<file path="src/rtl/hazard_ctrl_pkg.sv">
// Shared types and sizing for the hazard scheduler: register ids, pending
// counters, the branch FSM encoding and the saturating stall counter helper.
package hazard_ctrl_pkg;

    localparam int NUM_REGS     = 16;
    localparam int REG_ID_WIDTH = 4;
    localparam int PEND_WIDTH   = 2;
    localparam int CNT_WIDTH    = 16;

    typedef logic [REG_ID_WIDTH-1:0] regId_t;
    typedef logic [PEND_WIDTH-1:0]   pend_t;
    typedef logic [CNT_WIDTH-1:0]    stallCnt_t;

    // Largest number of writes that may be in flight to one register.
    localparam pend_t PEND_MAX = '1;

    // Branch sequencing: idle, or a branch has issued and awaits resolution.
    typedef enum logic {
        BR_IDLE = 1'b0,
        BR_WAIT = 1'b1
    } brState_t;

    // A qualified register reference (source read, issue write or writeback).
    typedef struct packed {
        logic   en;
        regId_t regIdx;
    } regReq_t;

    // Increment that sticks at all-ones instead of wrapping.
    function automatic stallCnt_t satIncr(stallCnt_t value);
        return (value == '1) ? value : value + 1'b1;
    endfunction

endpackage

</file>
<file path="src/rtl/hazard_ctrl_if.sv">
// Decode / writeback / memory-stage signals into the hazard scheduler and the
// stall controls it returns to fetch. The pipeline side uses master, the
// scheduler uses slave.
interface hazard_ctrl_if;
    import hazard_ctrl_pkg::*;

    // Decode stage
    logic      I_DE_Valid;
    logic      I_DE_IsBranch;
    logic      I_DE_SrcAValid;
    regId_t    I_DE_SrcA;
    logic      I_DE_SrcBValid;
    regId_t    I_DE_SrcB;
    logic      I_DE_DestValid;
    regId_t    I_DE_DestReg;

    // Writeback stage
    logic      I_WB_Valid;
    regId_t    I_WB_DestReg;

    // Memory stage branch resolution
    logic      I_MEM_BranchResolved;
    logic      I_MEM_BranchTaken;

    // Results to fetch and status
    logic      O_DepStallSignal;
    logic      O_BranchStallSignal;
    logic      O_BranchAddrSelect;
    stallCnt_t O_StallCycles;
    logic      O_ScoreboardErr;
    logic      O_BranchErr;

    modport master (
        output I_DE_Valid, I_DE_IsBranch,
        output I_DE_SrcAValid, I_DE_SrcA, I_DE_SrcBValid, I_DE_SrcB,
        output I_DE_DestValid, I_DE_DestReg,
        output I_WB_Valid, I_WB_DestReg,
        output I_MEM_BranchResolved, I_MEM_BranchTaken,
        input  O_DepStallSignal, O_BranchStallSignal, O_BranchAddrSelect,
        input  O_StallCycles, O_ScoreboardErr, O_BranchErr
    );

    modport slave (
        input  I_DE_Valid, I_DE_IsBranch,
        input  I_DE_SrcAValid, I_DE_SrcA, I_DE_SrcBValid, I_DE_SrcB,
        input  I_DE_DestValid, I_DE_DestReg,
        input  I_WB_Valid, I_WB_DestReg,
        input  I_MEM_BranchResolved, I_MEM_BranchTaken,
        output O_DepStallSignal, O_BranchStallSignal, O_BranchAddrSelect,
        output O_StallCycles, O_ScoreboardErr, O_BranchErr
    );

endinterface

</file>
<file path="src/rtl/hazard_scoreboard.sv">
// Per-register pending-write scoreboard. Counts writes issued but not yet
// committed, reports read-after-write hazards for two decode sources with a
// same-cycle writeback bypass, and flags counter overflow/underflow.
module hazard_scoreboard
    import hazard_ctrl_pkg::*;
(
    input  logic    I_CLOCK,
    input  logic    I_LOCK,
    input  regReq_t incReq,             // write issued from decode
    input  regReq_t decReq,             // write committed at writeback
    input  logic    suppressUnderflow,  // first cycle out of reset
    input  regReq_t srcAReq,
    input  regReq_t srcBReq,
    output logic    hazardA,
    output logic    hazardB,
    output logic    errEvent
);

    pend_t pending     [NUM_REGS];
    pend_t pendingNext [NUM_REGS];

    logic [NUM_REGS-1:0] incMask;
    logic [NUM_REGS-1:0] decMask;

    // A source waits while writes are pending, unless the only pending write
    // to it is being committed this very cycle.
    function automatic logic srcHazard(regReq_t src, pend_t cnt, regReq_t wb);
        return src.en && (cnt != '0)
               && !((cnt == pend_t'(1)) && wb.en && (wb.regIdx == src.regIdx));
    endfunction

    assign hazardA = srcHazard(srcAReq, pending[srcAReq.regIdx], decReq);
    assign hazardB = srcHazard(srcBReq, pending[srcBReq.regIdx], decReq);

    // Next pending counts with hold-on-saturation and error detection.
    always_comb begin
        // NOTE: every combinational output gets a default before any branch,
        // so no path leaves it unassigned and no latch is inferred.
        errEvent = 1'b0;
        incMask  = incReq.en ? (NUM_REGS'(1) << incReq.regIdx) : '0;
        decMask  = decReq.en ? (NUM_REGS'(1) << decReq.regIdx) : '0;
        for (int i = 0; i < NUM_REGS; i++) begin
            pendingNext[i] = pending[i];
            case ({incMask[i], decMask[i]})
                2'b10: begin
                    if (pending[i] == PEND_MAX) errEvent = 1'b1;
                    else                        pendingNext[i] = pending[i] + 1'b1;
                end
                2'b01: begin
                    if (pending[i] == '0) errEvent = errEvent | !suppressUnderflow;
                    else                  pendingNext[i] = pending[i] - 1'b1;
                end
                default: ;  // idle, or issue and commit cancel out
            endcase
        end
    end

    // Pending counter register array.
    always_ff @(negedge I_CLOCK) begin
        // NOTE: state registers use non-blocking assignments so every flop
        // samples pre-edge values regardless of statement order.
        if (!I_LOCK) begin
            // NOTE: this small array is reset on purpose: a stale nonzero
            // count would stall decode forever after reset.
            pending <= '{default: '0};
        end else begin
            pending <= pendingNext;
        end
    end

endmodule

</file>
<file path="src/rtl/hazard_ctrl.sv">
// Pipeline hazard scheduler feeding the fetch-stage stall inputs. Combines
// scoreboard dependency stalls with a branch-resolution FSM, and keeps a
// saturating stall-cycle counter plus sticky error flags.
module hazard_ctrl
    import hazard_ctrl_pkg::*;
(
    input logic          I_CLOCK,
    input logic          I_LOCK,
    hazard_ctrl_if.slave hz
);

    brState_t  state;
    brState_t  stateNext;

    regReq_t   incReq;
    regReq_t   decReq;
    regReq_t   srcAReq;
    regReq_t   srcBReq;

    logic      hazardA;
    logic      hazardB;
    logic      sbErrEvent;
    logic      brErrEvent;
    logic      justReset;

    logic      depStall;
    logic      brStall;
    logic      addrSelect;
    logic      issue;

    stallCnt_t stallCycles;
    logic      sbErr;
    logic      brErr;

    assign srcAReq = '{en: hz.I_DE_SrcAValid, regIdx: hz.I_DE_SrcA};
    assign srcBReq = '{en: hz.I_DE_SrcBValid, regIdx: hz.I_DE_SrcB};
    assign decReq  = '{en: hz.I_WB_Valid,     regIdx: hz.I_WB_DestReg};
    assign incReq  = '{en: issue && hz.I_DE_DestValid, regIdx: hz.I_DE_DestReg};

    hazard_scoreboard u_scoreboard (
        .I_CLOCK           (I_CLOCK),
        .I_LOCK            (I_LOCK),
        .incReq            (incReq),
        .decReq            (decReq),
        .suppressUnderflow (justReset),
        .srcAReq           (srcAReq),
        .srcBReq           (srcBReq),
        .hazardA           (hazardA),
        .hazardB           (hazardB),
        .errEvent          (sbErrEvent)
    );

    // Fetch controls; all forced low while the block is held in reset.
    always_comb begin
        depStall   = I_LOCK && hz.I_DE_Valid && (hazardA || hazardB);
        issue      = I_LOCK && hz.I_DE_Valid && !depStall && (state != BR_WAIT);
        brStall    = I_LOCK && ((state == BR_WAIT) || (issue && hz.I_DE_IsBranch));
        addrSelect = I_LOCK && (state == BR_WAIT)
                     && hz.I_MEM_BranchResolved && hz.I_MEM_BranchTaken;
    end

    // Branch FSM next state; a resolve with nothing outstanding is an error.
    always_comb begin
        stateNext  = state;
        brErrEvent = 1'b0;
        case (state)
            BR_IDLE: begin
                if (hz.I_MEM_BranchResolved) brErrEvent = 1'b1;
                if (issue && hz.I_DE_IsBranch) stateNext = BR_WAIT;
            end
            BR_WAIT: begin
                if (hz.I_MEM_BranchResolved) stateNext = BR_IDLE;
            end
        endcase
    end

    // Branch FSM state register.
    always_ff @(negedge I_CLOCK) begin
        if (!I_LOCK) state <= BR_IDLE;
        else         state <= stateNext;
    end

    // Stall counter, sticky errors and the post-reset writeback grace flag.
    always_ff @(negedge I_CLOCK) begin
        if (!I_LOCK) begin
            stallCycles <= '0;
            sbErr       <= 1'b0;
            brErr       <= 1'b0;
            justReset   <= 1'b1;
        end else begin
            if (depStall || brStall) stallCycles <= satIncr(stallCycles);
            sbErr     <= sbErr | sbErrEvent;
            brErr     <= brErr | brErrEvent;
            justReset <= 1'b0;
        end
    end

    assign hz.O_DepStallSignal    = depStall;
    assign hz.O_BranchStallSignal = brStall;
    assign hz.O_BranchAddrSelect  = addrSelect;
    assign hz.O_StallCycles       = stallCycles;
    assign hz.O_ScoreboardErr     = sbErr;
    assign hz.O_BranchErr         = brErr;

endmodule

</file>
<file path="src/flat_wrapper.sv">
// flat-port wrapper written by rule: the top's interface ports become plain ports
module hazard_ctrl_flat import hazard_ctrl_pkg::*;
  (I_CLOCK, I_LOCK, hz_I_DE_Valid, hz_I_DE_IsBranch, hz_I_DE_SrcAValid, hz_I_DE_SrcA, hz_I_DE_SrcBValid, hz_I_DE_SrcB, hz_I_DE_DestValid, hz_I_DE_DestReg, hz_I_WB_Valid, hz_I_WB_DestReg, hz_I_MEM_BranchResolved, hz_I_MEM_BranchTaken, hz_O_DepStallSignal, hz_O_BranchStallSignal, hz_O_BranchAddrSelect, hz_O_StallCycles, hz_O_ScoreboardErr, hz_O_BranchErr);
  hazard_ctrl_if hz_i ();
  input logic I_CLOCK;
  input logic I_LOCK;
  input wire logic [$bits(hz_i.I_DE_Valid)-1:0] hz_I_DE_Valid;
  input wire logic [$bits(hz_i.I_DE_IsBranch)-1:0] hz_I_DE_IsBranch;
  input wire logic [$bits(hz_i.I_DE_SrcAValid)-1:0] hz_I_DE_SrcAValid;
  input wire logic [$bits(hz_i.I_DE_SrcA)-1:0] hz_I_DE_SrcA;
  input wire logic [$bits(hz_i.I_DE_SrcBValid)-1:0] hz_I_DE_SrcBValid;
  input wire logic [$bits(hz_i.I_DE_SrcB)-1:0] hz_I_DE_SrcB;
  input wire logic [$bits(hz_i.I_DE_DestValid)-1:0] hz_I_DE_DestValid;
  input wire logic [$bits(hz_i.I_DE_DestReg)-1:0] hz_I_DE_DestReg;
  input wire logic [$bits(hz_i.I_WB_Valid)-1:0] hz_I_WB_Valid;
  input wire logic [$bits(hz_i.I_WB_DestReg)-1:0] hz_I_WB_DestReg;
  input wire logic [$bits(hz_i.I_MEM_BranchResolved)-1:0] hz_I_MEM_BranchResolved;
  input wire logic [$bits(hz_i.I_MEM_BranchTaken)-1:0] hz_I_MEM_BranchTaken;
  output wire logic [$bits(hz_i.O_DepStallSignal)-1:0] hz_O_DepStallSignal;
  output wire logic [$bits(hz_i.O_BranchStallSignal)-1:0] hz_O_BranchStallSignal;
  output wire logic [$bits(hz_i.O_BranchAddrSelect)-1:0] hz_O_BranchAddrSelect;
  output wire logic [$bits(hz_i.O_StallCycles)-1:0] hz_O_StallCycles;
  output wire logic [$bits(hz_i.O_ScoreboardErr)-1:0] hz_O_ScoreboardErr;
  output wire logic [$bits(hz_i.O_BranchErr)-1:0] hz_O_BranchErr;
  assign hz_i.I_DE_Valid = hz_I_DE_Valid;
  assign hz_i.I_DE_IsBranch = hz_I_DE_IsBranch;
  assign hz_i.I_DE_SrcAValid = hz_I_DE_SrcAValid;
  assign hz_i.I_DE_SrcA = hz_I_DE_SrcA;
  assign hz_i.I_DE_SrcBValid = hz_I_DE_SrcBValid;
  assign hz_i.I_DE_SrcB = hz_I_DE_SrcB;
  assign hz_i.I_DE_DestValid = hz_I_DE_DestValid;
  assign hz_i.I_DE_DestReg = hz_I_DE_DestReg;
  assign hz_i.I_WB_Valid = hz_I_WB_Valid;
  assign hz_i.I_WB_DestReg = hz_I_WB_DestReg;
  assign hz_i.I_MEM_BranchResolved = hz_I_MEM_BranchResolved;
  assign hz_i.I_MEM_BranchTaken = hz_I_MEM_BranchTaken;
  assign hz_O_DepStallSignal = hz_i.O_DepStallSignal;
  assign hz_O_BranchStallSignal = hz_i.O_BranchStallSignal;
  assign hz_O_BranchAddrSelect = hz_i.O_BranchAddrSelect;
  assign hz_O_StallCycles = hz_i.O_StallCycles;
  assign hz_O_ScoreboardErr = hz_i.O_ScoreboardErr;
  assign hz_O_BranchErr = hz_i.O_BranchErr;
  hazard_ctrl u_core (.I_CLOCK(I_CLOCK), .I_LOCK(I_LOCK), .hz(hz_i));
endmodule
</file>
<file path="config.mk">
export PLATFORM = sky130hd
export DESIGN_NAME = hazard_ctrl_flat
export DESIGN_NICKNAME = d
export VERILOG_FILES = /design/src/rtl/hazard_ctrl_pkg.sv /design/src/rtl/hazard_ctrl_if.sv /design/src/rtl/hazard_scoreboard.sv /design/src/rtl/hazard_ctrl.sv /design/src/flat_wrapper.sv
export SDC_FILE = /design/constraint.sdc
export NUM_CORES = 1
export LEC_CHECK = 0
export ABC_CLOCK_PERIOD_IN_PS = 4100
export BUFFER_PORTS_ARGS = -buffer_cell sky130_fd_sc_hd__buf_4
export CORE_ASPECT_RATIO = 0.8
export CORE_MARGIN = 4
export CORE_UTILIZATION = 45
export CTS_CLUSTER_DIAMETER = 100
export DETAILED_ROUTE_END_ITERATION = 7
export PLACE_DENSITY = 0.74
export REMOVE_ABC_BUFFERS = 1
export SYNTH_ARGS = -nofsm -noshare
export SYNTH_HDL_FRONTEND = slang
export SYNTH_SLANG_ARGS = --single-unit
</file>
<file path="constraint.sdc">
create_clock -name I_CLOCK -period 4.1 [get_ports I_CLOCK]
set_input_delay 0.41 -clock I_CLOCK [delete_from_list [all_inputs] [get_ports I_CLOCK]]
set_output_delay 0.41 -clock I_CLOCK [all_outputs]
set_load 0.05 [all_outputs]
</file>
==> results of run 1 <==
## layer usage
layer  global-route usage  up-vias  share of wire  routed length [um]
met5                    0        -              0                   0
met4                0.129        0          0.069                1290
met3               0.0867      120           0.12                2180
met2                0.475      408           0.46                8660
met1                0.322     2616           0.35                6560
li1                     -     2511              -                   -
## cells in the final DEF (no fill, tap or decap), types with 12 or more instances in the layout
| cell type | synthesis | routed |
|---|---|---|
| buf_4 | 1 | 151 |
| inv_1 | 32 | 83 |
| nor2_1 | 88 | 73 |
| nand2_1 | 49 | 45 |
| dfxtp_1 | 52 | 44 |
| a21oi_1 | 42 | 29 |
| buf_6 | 1 | 27 |
| mux2i_1 | 25 | 25 |
| nand2b_1 | 23 | 22 |
| nor3_1 | 25 | 22 |
| a31oi_1 | 19 | 19 |
| ha_2 | 0 | 17 |
| mux4_2 | 12 | 13 |
| o21ai_0 | 23 | 13 |
| a21oi_2 | 0 | 12 |
## critical path, stage by stage
cell	delay (ns)
buf_12	0.10
mux4_2	0.56
o211ai_1	0.23
o21ai_1	0.09
o211ai_1	0.22
and4b_2	0.34
or3b_4	0.45
or3b_4	0.41
ha_4	0.19
nor4b_1	0.16
a31oi_1	0.21
o32ai_2	0.13
o32ai_2	0.15
a21oi_1	0.12
o32ai_1	0.17
a21oi_1	0.12
## per-stage QoR
stage	instances	hold WS, ns	utilization
CTS	909	0.471	0.668
detailed placement	844	0.460	0.601
floorplan	554	0.502	-
global placement	844	0.453	0.601
finish	916	0.477	0.720
global route	916	0.518	0.720
## cell type report
cell class | instances | area (um^2)
multi-input combinational | 469 | 3690
clock buffer | 5 | 125
timing repair buffer | 184 | 1550
clock inverter | 55 | 226
sequential | 52 | 1060
inverter | 32 | 120
fill | 639 | 2690
tap | 119 | 149
## report_power, final
part | leakage (nW) | total (W) | switching [W] | internal, W
combinational | 2.27 | 0.000268 | 0.000148 | 0.000120
sequential | 0.425 | 0.000521 | 0.00000803 | 0.000513
clock | 0.355 | 0.000706 | 0.000400 | 0.000305
total | 3.05 | 0.00150 | 0.000557 | 0.000938
## worst paths after layout
| path | depth (start not counted) | slack (ns) | end | start |
|---|---|---|---|---|
| setup reg to reg | 15 | 0.07 | u_core.hz.O_ScoreboardErr | u_core.u_scoreboard.pending[17] |
| hold / removal | 2 | 0.48 | u_core.hz.O_BranchErr | u_core.hz.O_BranchErr |
| setup / recovery | 16 | -1.78 | u_core.hz.O_ScoreboardErr | hz_I_DE_SrcB[1] |
| hold reg to reg | 2 | 0.48 | u_core.hz.O_BranchErr | u_core.hz.O_BranchErr |
## sequential cells by signal, indices dropped and copies added, names as in the netlist
signal and count:
u_core.u_scoreboard.pending 32, u_core.hz.O_StallCycles 16, u_core.hz.O_ScoreboardErr 1, u_core.justReset 1, u_core.state 1, u_core.hz.O_BranchErr 1
## cells by family after synthesis
logic type	count (synthesis)
DFF	52
adders and majority gates	33
and+or+nand+nor	274
AOI/OAI and AO/OA	113
muxes	39
buffers and inverters	57
xor gates and xnor gates	10
## what timing repair did
item,in CTS,in global routing
pin swaps,38,55
gates resized for setup,74,113
endpoints found under the setup margin,51,51
setup buffers,7,8
cloned,0,1
==> impl_metrics.csv, run 1 <==
group,metric,value,unit
setup_path,critPathKind,"primary input to register",
placement,dpl_worst_slack,-2.14,ns
outcome,outcome,"complete, but fails checks",
yosys,synth_top_family_by_area,"simple AND/OR/NAND/NOR gates",
yosys,synth_cell_types,53,
yosys,synth.most_common_cell,"nor2_1",
floorplanning,start_util,0.459,
yosys,synth-compound-area-share,0.156,
placement,gp_congestion,1.00,
floorplanning,die_area,11500,um^2
yosys,synth_area_leaders,"dfxtp_1 (24%), ha_1 (9.4%), nor2_1 (7.5%)",
yosys,synth_common_cells,"nor2_1 (88), dfxtp_1 (52), nand2_1 (49), a21oi_1 (42), ha_1 (33)",
yosys,synthDominantCellAreaShare,0.236,
outcome,violations,"setup timing",
clocking,tritoncts,"built",
clocking,clk_latency,0.42,ns
clocking,clk_pin_slew,0.04,ns
route,drtIter0Drc,709,
clocking,htree_levels,2,
global_route,overflow,0,
floorplanning,ios,47,
yosys,synth-edff-count,0,
finish,final_cell_area,6920,um^2
clocking,hold_buffers,0,
setup_path,arrival,4.08,ns
setup_path,cp.required,2.30,ns
floorplanning,dieWidth,119,um
floorplanning,die_y,96.5,um
power,ir_worst_vdd,0.000214,V
yosys,yosys.area.top_type,"dfxtp_1",
yosys,yosys.area_share.simple,0.315,
timing,maxSlewHeadroom,0.660,
timing,slew_violations,0,
yosys,async_flop_share,0,
global_route,grt_max_degree,29,
finish,n_antenna_cell,0,
placement,port_buffers,46,
global_route,antenna_found_initial,0,
min_path,hold_class,"register to register",
timing,finalHoldViolCount,0,
setup_path,startpoint_type,"primary input",
yosys,ys_seq_area_frac,0.236,
timing,worst_clock_skew,0.0439,ns
timing,setup_viol,45,
clocking,cts_max_path_buffers,2,
yosys,ys_warn_count,0,
yosys,synthMuxAreaShare,0.127,
timing,setup_tns,-35.17,ns
global_route,grt_pass1_vias,5443,
clocking,cts_root_buf,"clkbuf_16",
setup_path,endpoint_kind,"register",
power,cellPowerDensity,216,nW/um^2
route,wl_per_cell,20.4,um
placement,dp_hpwl,11500,um
yosys,synthXorXnorAreaFrac,0.0199,
route,drc,0,
yosys,synth_area,4410,um^2
route,ant_nets,0,
yosys,synth-adder-area-share,0.0937,
clocking,cts_buffers,5,
floorplanning,rows,32,
yosys,synth_ff_type,"dfxtp_1",
route,routed_wl,18700,um
finish,fin_nets,855,
yosys,syn_inst,578,
clocking,cts.sinks,52,
placement,placed_area,5770,um^2
timing,fin_ws,-1.78,ns
timing,tightest_slew,0.503,ns
setup_path,path_max_fanout,6,
global_route,grtUsageTotal,0.277,
floorplanning,coreArea,9610,um^2
yosys,ys_ff_latch,52,
run,maxCapViolations,0,
route,via_per_inst,6.17,
finish,drive_above_1_share,0.405,
power,p_leak,3.05,nW
yosys,avgSynthCellArea,7.63,um^2
route,via_count,5655,
global_route,grt_first_pass_wirelength,25500,um
timing,rsz0062_at_grt,"true",
route,first_pass_iters,7,
power,p_total,0.00150,W
finish,area_growth_syn_to_layout,57.0,%
No activity file was read; power rests on OpenSTA's default activity.
==> run 2, diff against run 1 <==
--- a/config.mk
+++ b/config.mk
@@ -9,10 +9,10 @@
 export BUFFER_PORTS_ARGS = -buffer_cell sky130_fd_sc_hd__buf_4
 export CORE_ASPECT_RATIO = 0.8
 export CORE_MARGIN = 4
-export CORE_UTILIZATION = 45
+export CORE_UTILIZATION = 32
 export CTS_CLUSTER_DIAMETER = 100
 export DETAILED_ROUTE_END_ITERATION = 7
-export PLACE_DENSITY = 0.74
+export PLACE_DENSITY = 0.58
 export REMOVE_ABC_BUFFERS = 1
 export SYNTH_ARGS = -nofsm -noshare
 export SYNTH_HDL_FRONTEND = slang
==> run 2 against run 1 <==
  * The run still ends with setup timing left
  * Sequential share of layout area about the same
  * Clock power down 5.8%
  * Critical path depth rose by 1
==> impl_metrics.csv, run 2 (synthesis results as in run 1) <==
group,metric,value,unit
floorplanning,die_area,15700,um^2
setup_path,r2r_cells,17,
setup_path,startpoint_type,"primary input",
timing,slew_violations,0,
global_route,overflow,0,
clocking,clk_latency,0.40,ns
floorplanning,dieWidth,139,um
power,cellPowerDensity,210,nW/um^2
power,p_total,0.00144,W
timing,finalHoldViolCount,0,
route,ant_nets,0,
finish,largest_reg_flops,32,
floorplanning,die_y,113,um
power,p_leak,3.05,nW
clocking,cts_buffers,5,
setup_path,r2r_slack,0.15,ns
clocking,hold_buffers,0,
finish,final_common_cell,"buf_4",
global_route,grtUsageTotal,0.195,
timing,tightest_slew,0.438,ns
global_route,grt_max_degree,29,
clocking,cts_root_buf,"clkbuf_16",
route,via_count,5152,
placement,port_buffers,46,
setup_path,rr_endpoint,"u_core.hz.O_ScoreboardErr",
setup_path,critPathKind,"primary input to register",
finish,top_register,"u_core.u_scoreboard.pending",
route,wl_per_cell,15.8,um
floorplanning,ios,47,
floorplanning,start_util,0.326,
power,ir_worst_vdd,0.000157,V
timing,fin_ws,-1.64,ns
floorplanning,coreArea,13500,um^2
finish,drive_above_1_share,0.381,
timing,worst_clock_skew,0.0266,ns
run,maxCapViolations,0,
setup_path,timing.rr.start,"u_core.u_scoreboard.pending[16]",
timing,maxSlewHeadroom,0.706,
route,drc,0,
floorplanning,rows,38,
route,first_pass_iters,6,
route,via_per_inst,5.25,
min_path,whs_path_depth,1,
route,drtIter0Drc,366,
global_route,antenna_found_initial,0,
setup_path,path_max_fanout,6,
finish,final_cell_mix,"buf_4 (158), inv_1 (81), nor2_1 (79), nand2_1 (46), dfxtp_1 (43)",
placement,gp_congestion,0.951,
clocking,cts.sinks,52,
route,routed_wl,15500,um
min_path,hold_class,"register to register",
clocking,htree_levels,2,
finish,fin_nets,859,
clocking,tritoncts,"built",
global_route,grt_pass1_vias,5108,
placement,place_inst,909,
min_path,hold_start,"u_core.hz.O_StallCycles[7]",
global_route,grt_first_pass_wirelength,24800,um
setup_path,arrival,3.95,ns
min_path,whs_endpoint,"u_core.hz.O_StallCycles[7]",
outcome,violations,"setup timing",
timing,setup_viol,37,
finish,n_antenna_cell,0,
finish,area_growth_syn_to_layout,56.1,%
clocking,cts_max_path_buffers,2,
outcome,outcome,"complete, but fails checks",
timing,rsz0062_at_grt,"true",
setup_path,cp.required,2.31,ns
setup_path,endpoint_kind,"register",
clocking,clk_pin_slew,0.05,ns
placement,dp_hpwl,11600,um
finish,final_cells,981,
timing,holdWs,0.483,ns
## run 2: changes by cell type in the layout (fill, tap and decap cells not counted), moves of 3 or more
cell	delta
nor2_1	+6
a21oi_2	-7
ha_1	+4
nor2_4	-4
a21oi_1	+8
dfxtp_2	+3
o21ai_0	+3
buf_4	+7
ha_4	-3
## run 2: critical path, cell delays in order
cell and delay, ns:
buf_12 0.09, mux4_2 0.48, mux2_4 0.28, a311oi_2 0.21, a311o_2 0.17, and4b_2 0.28
or3b_4 0.45, or3_4 0.40, ha_4 0.17, or4b_4 0.20, a211oi_2 0.06, o32ai_2 0.15
a211oi_2 0.12, o32ai_2 0.12, a21oi_1 0.10, o32ai_1 0.13, a21oi_1 0.10
## run 2: stage by stage
step	utilization	cell area [um^2]	TNS [ns]	worst slack, ns
6_report	0.510	6880	-29.73	-1.64
5_1_grt	0.510	6880	-32.90	-1.73
4_1_cts	0.504	6800	-36.73	-1.57
3_5_place_dp	0.434	5870	-55.10	-2.28
3_3_place_gp	0.434	5870	-51.50	-2.06
2_1_floorplan	-	4300	-34.98	-1.80
## run 2: worst max-delay path by stage
stage	start	endpoint	slack [ns]	depth (start not counted)
after global routing	hz_I_DE_SrcA[1]	u_core.hz.O_ScoreboardErr	-1.73	17
after CTS	hz_I_DE_SrcA[2]	u_core.hz.O_ScoreboardErr	-1.57	18
after detailed placement	hz_I_DE_SrcA[2]	u_core.hz.O_ScoreboardErr	-2.28	18
after global placement	hz_I_DE_SrcA[2]	u_core.hz.O_ScoreboardErr	-2.06	18
final	hz_I_DE_SrcA[1]	u_core.hz.O_ScoreboardErr	-1.64	17
after floorplan	hz_I_DE_SrcA[2]	u_core.hz.O_ScoreboardErr	-1.80	17
## run 2: where the power goes
part           switching (W)  internal, W  leakage [nW]
clock               0.000363     0.000302         0.354
combinational       0.000140     0.000117          2.27
sequential        0.00000635     0.000515         0.425
## run 2: final cells by class
class	count	area, um^2
Timing Repair Buffer	188	1560
Multi-Input combinational cell	469	3570
Sequential cell	52	1050
Fill cell	1315	6620
Inverter	32	120
Tap cell	180	225
Clock inverter	55	229
Clock buffer	5	125
## run 2: what timing repair did
action                                  4_1_cts  5_1_grt
gates resized for setup                     122       37
endpoints found under the setup margin       52       52
pin swaps                                    37       32
gates cloned                                  1        0
setup buffers                                27        5
## run 2: per-layer routing
layer / global-route usage / part of all wire
met3: 0.0477 / 0.064
met2: 0.311 / 0.47
met5: 0 / 0
met1: 0.252 / 0.45
met4: 0.0815 / 0.019
